<file path="src/rtl/vga_pkg.sv">
`default_nettype none
// ============================================================================
// Module   : vga_pkg
// Purpose  : Shared constants and types for the bouncing-box pixel stage.
// Revision : 1.0 - initial release
// ============================================================================
package vga_pkg;

  // Default visible raster and counter width of hvsync_generator
  localparam int c_H_ACTIVE = 640;
  localparam int c_V_ACTIVE = 480;
  localparam int c_CNT_W    = 10;

  // 3-bit {R,G,B} colour constants
  localparam logic [2:0] c_BLACK = 3'b000;
  localparam logic [2:0] c_WHITE = 3'b111;
  localparam logic [2:0] c_RED   = 3'b100;

  // Direction of travel along one axis
  typedef enum logic [0:0] {
    DIR_POS = 1'b0,
    DIR_NEG = 1'b1
  } dir_e;

endpackage : vga_pkg
`default_nettype wire

</file>
<file path="src/rtl/bounce_axis.sv">
`default_nettype none
// ============================================================================
// Module   : bounce_axis
// Purpose  : One axis of the bouncing square: position plus direction,
//            stepped once per enabled frame tick, clamped at both edges.
// Revision : 1.0 - initial release
// ============================================================================
module bounce_axis
  import vga_pkg::*;
#(
  parameter int LIMIT = c_H_ACTIVE,
  parameter int SIZE  = 32,
  parameter int STEP  = 2,
  parameter int INIT  = 0
) (
  input  logic               clk,
  input  logic               reset,
  input  logic               tick_en,
  output logic [c_CNT_W-1:0] pos,
  output logic               bounce
);

  // One extra bit so position + size + step can never wrap
  localparam logic [c_CNT_W:0]   c_LIMIT = (c_CNT_W+1)'(LIMIT);
  localparam logic [c_CNT_W:0]   c_SIZE  = (c_CNT_W+1)'(SIZE);
  localparam logic [c_CNT_W:0]   c_STEP  = (c_CNT_W+1)'(STEP);
  localparam logic [c_CNT_W:0]   c_MAX   = c_LIMIT - c_SIZE;
  localparam logic [c_CNT_W-1:0] c_INIT  = c_CNT_W'(INIT);

  logic [c_CNT_W-1:0] pos_q, pos_d;
  dir_e               dir_q, dir_d;
  logic [c_CNT_W:0]   w_pos_ext;
  logic [c_CNT_W:0]   w_far_edge;

  assign w_pos_ext  = {1'b0, pos_q};
  assign w_far_edge = w_pos_ext + c_SIZE + c_STEP;

  // Next position/direction; bounce flags an edge hit on this tick
  always_comb begin
    pos_d  = pos_q;
    dir_d  = dir_q;
    bounce = 1'b0;
    if (tick_en) begin
      if (dir_q == DIR_POS) begin
        if (w_far_edge > c_LIMIT) begin
          pos_d  = c_MAX[c_CNT_W-1:0];
          dir_d  = DIR_NEG;
          bounce = 1'b1;
        end else begin
          pos_d = pos_q + c_STEP[c_CNT_W-1:0];
        end
      end else begin
        if (w_pos_ext < c_STEP) begin
          pos_d  = '0;
          dir_d  = DIR_POS;
          bounce = 1'b1;
        end else begin
          pos_d = pos_q - c_STEP[c_CNT_W-1:0];
        end
      end
    end
  end

  // Position and direction registers
  always_ff @(posedge clk) begin
    if (reset) begin
      pos_q <= c_INIT;
      dir_q <= DIR_POS;
    end else begin
      pos_q <= pos_d;
      dir_q <= dir_d;
    end
  end

  assign pos = pos_q;

endmodule : bounce_axis
`default_nettype wire

</file>
<file path="src/rtl/vga_bounce_box.sv">
`default_nettype none
// ============================================================================
// Module   : vga_bounce_box
// Purpose  : Renders an edge-bouncing, colour-cycling square over a black
//            background with a white 1-pixel border; pixel and syncs are
//            registered together for one cycle of aligned latency.
// Revision : 1.0 - initial release
// ============================================================================
module vga_bounce_box
  import vga_pkg::*;
#(
  parameter int H_ACTIVE = c_H_ACTIVE,
  parameter int V_ACTIVE = c_V_ACTIVE,
  parameter int BOX_SIZE = 32,
  parameter int STEP     = 2,
  parameter int INIT_X   = 100,
  parameter int INIT_Y   = 60
) (
  input  logic               clk,
  input  logic               reset,
  input  logic               vga_h_sync_in,
  input  logic               vga_v_sync_in,
  input  logic               inDisplayArea,
  input  logic [c_CNT_W-1:0] CounterX,
  input  logic [c_CNT_W-1:0] CounterY,
  input  logic               pause,
  output logic               vga_h_sync,
  output logic               vga_v_sync,
  output logic [2:0]         pixel
);

  localparam logic [c_CNT_W-1:0] c_X_LAST = c_CNT_W'(H_ACTIVE - 1);
  localparam logic [c_CNT_W-1:0] c_Y_LAST = c_CNT_W'(V_ACTIVE - 1);
  localparam logic [c_CNT_W-1:0] c_Y_TICK = c_CNT_W'(V_ACTIVE);
  localparam logic [c_CNT_W:0]   c_SIZE   = (c_CNT_W+1)'(BOX_SIZE);

  logic               match_dly_q;
  logic [2:0]         colour_q, colour_d;
  logic [2:0]         pixel_q, pixel_d;
  logic               hsync_q, vsync_q;
  logic               w_match, w_tick;
  logic [c_CNT_W-1:0] box_x, box_y;
  logic               bounce_x, bounce_y;
  logic               w_in_box, w_on_border;

  // First line of vertical blanking, edge-detected so held counters tick once
  assign w_match = (CounterY == c_Y_TICK) && (CounterX == '0);
  assign w_tick  = w_match & ~match_dly_q & ~pause;

  bounce_axis #(
    .LIMIT (H_ACTIVE),
    .SIZE  (BOX_SIZE),
    .STEP  (STEP),
    .INIT  (INIT_X)
  ) u_axis_x (
    .clk     (clk),
    .reset   (reset),
    .tick_en (w_tick),
    .pos     (box_x),
    .bounce  (bounce_x)
  );

  bounce_axis #(
    .LIMIT (V_ACTIVE),
    .SIZE  (BOX_SIZE),
    .STEP  (STEP),
    .INIT  (INIT_Y)
  ) u_axis_y (
    .clk     (clk),
    .reset   (reset),
    .tick_en (w_tick),
    .pos     (box_y),
    .bounce  (bounce_y)
  );

  // Colour advances once per bouncing tick, skipping black
  always_comb begin
    colour_d = colour_q;
    if (w_tick && (bounce_x || bounce_y)) begin
      colour_d = (colour_q == 3'b111) ? 3'b001 : colour_q + 3'd1;
    end
  end

  assign w_in_box = (CounterX >= box_x) && ({1'b0, CounterX} < ({1'b0, box_x} + c_SIZE)) &&
                    (CounterY >= box_y) && ({1'b0, CounterY} < ({1'b0, box_y} + c_SIZE));
  assign w_on_border = (CounterX == '0) || (CounterX == c_X_LAST) ||
                       (CounterY == '0) || (CounterY == c_Y_LAST);

  // Pixel colour for the current counters; the box covers the border
  always_comb begin
    pixel_d = c_BLACK;
    if (!inDisplayArea) begin
      pixel_d = c_BLACK;
    end else if (w_in_box) begin
      pixel_d = colour_q;
    end else if (w_on_border) begin
      pixel_d = c_WHITE;
    end
  end

  // Output pipeline, tick edge detector and colour register
  always_ff @(posedge clk) begin
    if (reset) begin
      match_dly_q <= 1'b0;
      colour_q    <= c_RED;
      pixel_q     <= c_BLACK;
      hsync_q     <= 1'b1;
      vsync_q     <= 1'b1;
    end else begin
      match_dly_q <= w_match;
      colour_q    <= colour_d;
      pixel_q     <= pixel_d;
      hsync_q     <= vga_h_sync_in;
      vsync_q     <= vga_v_sync_in;
    end
  end

  assign pixel      = pixel_q;
  assign vga_h_sync = hsync_q;
  assign vga_v_sync = vsync_q;

endmodule : vga_bounce_box
`default_nettype wire

</file>
<file path="config.mk">
export PLATFORM = sky130hd
export DESIGN_NAME = vga_bounce_box
export DESIGN_NICKNAME = d
export VERILOG_FILES = /design/src/rtl/vga_pkg.sv /design/src/rtl/bounce_axis.sv /design/src/rtl/vga_bounce_box.sv
export SDC_FILE = /design/constraint.sdc
export NUM_CORES = 1
export LEC_CHECK = 0
export ABC_CLOCK_PERIOD_IN_PS = 3900
export CAP_MARGIN = 10
export CORE_ASPECT_RATIO = 1.25
export CORE_MARGIN = 2
export CORE_UTILIZATION = 59
export CTS_CLUSTER_SIZE = 30
export DETAILED_ROUTE_END_ITERATION = 10
export HOLD_SLACK_MARGIN = 0.1
export PLACE_DENSITY_LB_ADDON = 0.15
export SLEW_MARGIN = 10
export SYNTH_ARGS = -nofsm -noshare
export SYNTH_HDL_FRONTEND = slang
export SYNTH_HIERARCHICAL = 1
export SYNTH_SLANG_ARGS = --single-unit
</file>
<file path="constraint.sdc">
create_clock -name clk -period 3.9 [get_ports clk]
set_clock_uncertainty 0.15 [all_clocks]
set_input_delay 0.78 -clock clk [delete_from_list [all_inputs] [get_ports clk]]
set_output_delay 0.78 -clock clk [all_outputs]
set_load 0.01 [all_outputs]
</file>
==> results.py <==
metrics = {
    "layout": {
        "areaGrowthSynthToFinish_pct": 14.3,
        "multi_input_area_um2": 2450,
        "n_fill_cell": 450,
        "nNetsFinal": 512,
        "ff_latch_area_um2": 581,
        "design_area_um2": 3770,
        "num_antenna_cells": 0,
        "drive_gt1_share_pct": 12.5,
    },
    "timing": {
        "finalCritPeriodShare_pct": 94.1,
        "grt_setup_unrepaired": "false",
        "setup_viol": 0,
        "fmax_mhz": 273,
        "whs_ps": 354,
        "fin_tns_setup_ps": 0,
        "min_period_ps": 3670,
        "timing.final.max_slew_violations": 0,
        "setup_slack_ps": 231,
        "slew_headroom_pct": 54.7,
        "hold_violations": 0,
        "tightest_slew_ps": 677,
    },
    "yosys": {
        "yosysTopAreaCell": "dfxtp_1",
        "synth-async-reset-ratio_pct": 0,
        "ys.flop_type": "dfxtp_1",
        "netlist.area_leader.share_pct": 17.6,
        "syn_nets": 485,
        "synth_edf_count": 0,
        "synthDistinctLibCells": 83,
        "seq_area_frac_synth_pct": 17.6,
        "post_synth.cell_area_avg_um2": 7.84,
        "syn_inst": 421,
        "ys_ff_latch": 29,
        "synthTopCellsByArea": "dfxtp_1 (18%), ha_1 (14%), a21oi_1 (4.4%)",
        "yosysWarnings": 6,
        "synth_area_um2": 3300,
    },
    "power_and_ir_drop": {
        "leakagePower_nw": 1.55,
        "ir_drop_mv": 0.202,
        "pwr_density_cell_nw_per_um2": 178,
        "finalPower_uw": 672,
    },
    "worst_setup_path": {
        "cp_data_required_time_ps": 3970,
        "critical_path_arrival_ps": 3740,
        "worstSetupPathType": "input port to flip-flop",
        "crit_path_start_kind": "input port",
        "critPathMaxFanout": 2,
        "end_kind": "flip-flop",
    },
    "placed_design": {
        "dpl_worst_slack_ps": -40.6,
        "gp_congestion": 0.919,
        "port_buffers": 30,
        "hpwl_um": 6230,
        "post_dp_cell_area_um2": 3670,
    },
    "route": {
        "drt-total-wl_um": 8060,
        "drt_iter0_drc": 200,
        "avgRoutedWirePerCell_um": 15.7,
        "first_pass_iters": 4,
        "ant_nets": 0,
        "vias": 3240,
        "drcViolationCount": 0,
        "via_per_inst": 6.32,
    },
    "floorplan": {
        "placeableCoreArea_um2": 5410,
        "io_pins": 31,
        "die_w_um": 70.9,
        "start_util_pct": 61.1,
        "rows": 30,
        "die_h_um": 87.6,
        "fp.dieArea_um2": 6210,
    },
    "global_route": {
        "grt_pass1_wl_um": 13500,
        "grt_pass1_vias": 3061,
        "track_usage_pct": 26.2,
        "grt_overflow": 0,
        "grt_max_degree": 29,
        "antenna_found_initial": 0,
    },
    "clock_tree": {
        "htree_num_levels": 2,
        "cts_tree": "yes",
        "numCtsBuffers": 5,
        "path_clk_slew_ps": 60,
        "clk_latency_ps": 280,
        "cts_hold_buf": 0,
        "cts_repair_resize_count": 0,
        "cts_root_buf": "clkbuf_8",
        "postCtsSetupBuffers": 0,
        "clk_path_buf_depth": 2,
        "clkSinkCount": 29,
    },
    "flow_run": {
        "maxCapViolCount": 0,
    },
    "hold_path": {
        "min-delay-path-class": "flip-flop to flip-flop",
    },
    "run_status": {
        "run_status": "finished, final reports clean",
    },
}
-- power breakdown --
part | switching (mW) | internal (mW)
Sequential | 0.000299 | 0.297
Clock | 0.113 | 0.159
Combinational | 0.0459 | 0.0559
-- critical path: stages --
cell and delay (ps):
clkdlybuf4s50_1 420, or4_4 550, nor4_4 260, nor4b_4 280, or3b_2 480, or4_1 470, a22o_2 240, o211ai_1 90
and3b_1 170
-- registers in the layout, summed over array words and instances, names as in the netlist --
name and cells:
pixel 3, u_axis_y/dir_q 1, vga_h_sync 1, colour_q 3
vga_v_sync 1, u_axis_y/pos 9, u_axis_x/dir_q 1, u_axis_x/pos 9
match_dly_q 1
-- stage by stage --
stage | utilization, % | std cells
CTS | 69.8 | 513
global route | 69.8 | 513
finish | 69.8 | 513
global placement | 67.9 | 505
detailed placement | 67.9 | 505
floorplan | - | 421
-- path summary, 6_finish.rpt --
| path | depth (start not counted) | to | slack (ps) | start |
|---|---|---|---|---|
| hold / removal | 1 | pixel[2] | 350 | colour_q[2] |
| setup reg to reg | 9 | colour_q[2] | 850 | u_axis_y/pos[1] |
| hold reg to reg | 1 | pixel[2] | 350 | colour_q[2] |
| setup / recovery | 9 | u_axis_x/pos[9] | 230 | CounterX[7] |
-- synth_stat cells (7+ instances only) --
cell type	instances
o21ai_0	16
ha_1	38
and3_1	9
dfxtp_1	29
a31oi_1	7
clkbuf_1	15
inv_1	38
nor2_1	20
nand3_1	12
xnor2_1	8
a21oi_1	29
o211ai_1	7
nor3_1	16
a211oi_1	7
nand2_1	24
nand4_1	12
-- metal layers --
metal	wire, um	track usage, %
met3	271	2.65
met2	4200	48.5
met4	115	9.95
met1	3470	31.1
met5	0	0
-- cells by family after synthesis --
group	after synthesis	synth area share, %
compound gates	121	27.3
xor+xnor	13	3.45
fa+ha+maj	38	14.4
buf+inv	65	8.26
flops	29	17.6
mux	7	2.20
other cells	2	0.228
simple gates	146	26.6
-- final cells by class --
type / instances / share of cell area [%]
clock buffer: 7 / 2.55
timing repair buffer: 45 / 10.9
inverter: 40 / 3.98
sequential: 29 / 15.4
tap: 64 / 2.12
clock inverter: 1 / 0.133
multi-input combinational: 327 / 64.9
-- layout by cell type (no fill, tap or decap), types with 4 or more instances in the layout --
| master | netlist | final |
|---|---|---|
| o211ai_1 | 7 | 7 |
| and3_1 | 9 | 9 |
| clkbuf_8 | 0 | 7 |
| a41oi_1 | 4 | 4 |
| mux2i_1 | 5 | 5 |
| nand2_1 | 24 | 24 |
| ha_1 | 38 | 38 |
| o21ai_0 | 16 | 16 |
| xor2_1 | 5 | 5 |
| nand3_1 | 12 | 12 |
| nand4_1 | 12 | 12 |
| a31oi_1 | 7 | 7 |
| nor4_1 | 4 | 4 |
| a21o_1 | 6 | 6 |
| dfxtp_1 | 29 | 29 |
| xnor2_1 | 8 | 8 |
| nand3b_1 | 4 | 4 |
| clkdlybuf4s50_1 | 0 | 30 |
| a21oi_1 | 29 | 29 |
| o21a_1 | 4 | 4 |
| inv_1 | 38 | 38 |
| or3_1 | 4 | 4 |
| buf_4 | 2 | 15 |
| nor2_1 | 20 | 20 |
| nor3_1 | 16 | 16 |
| nor2b_1 | 6 | 6 |
| a211oi_1 | 7 | 7 |
Power figures use the tool's default switching activity.
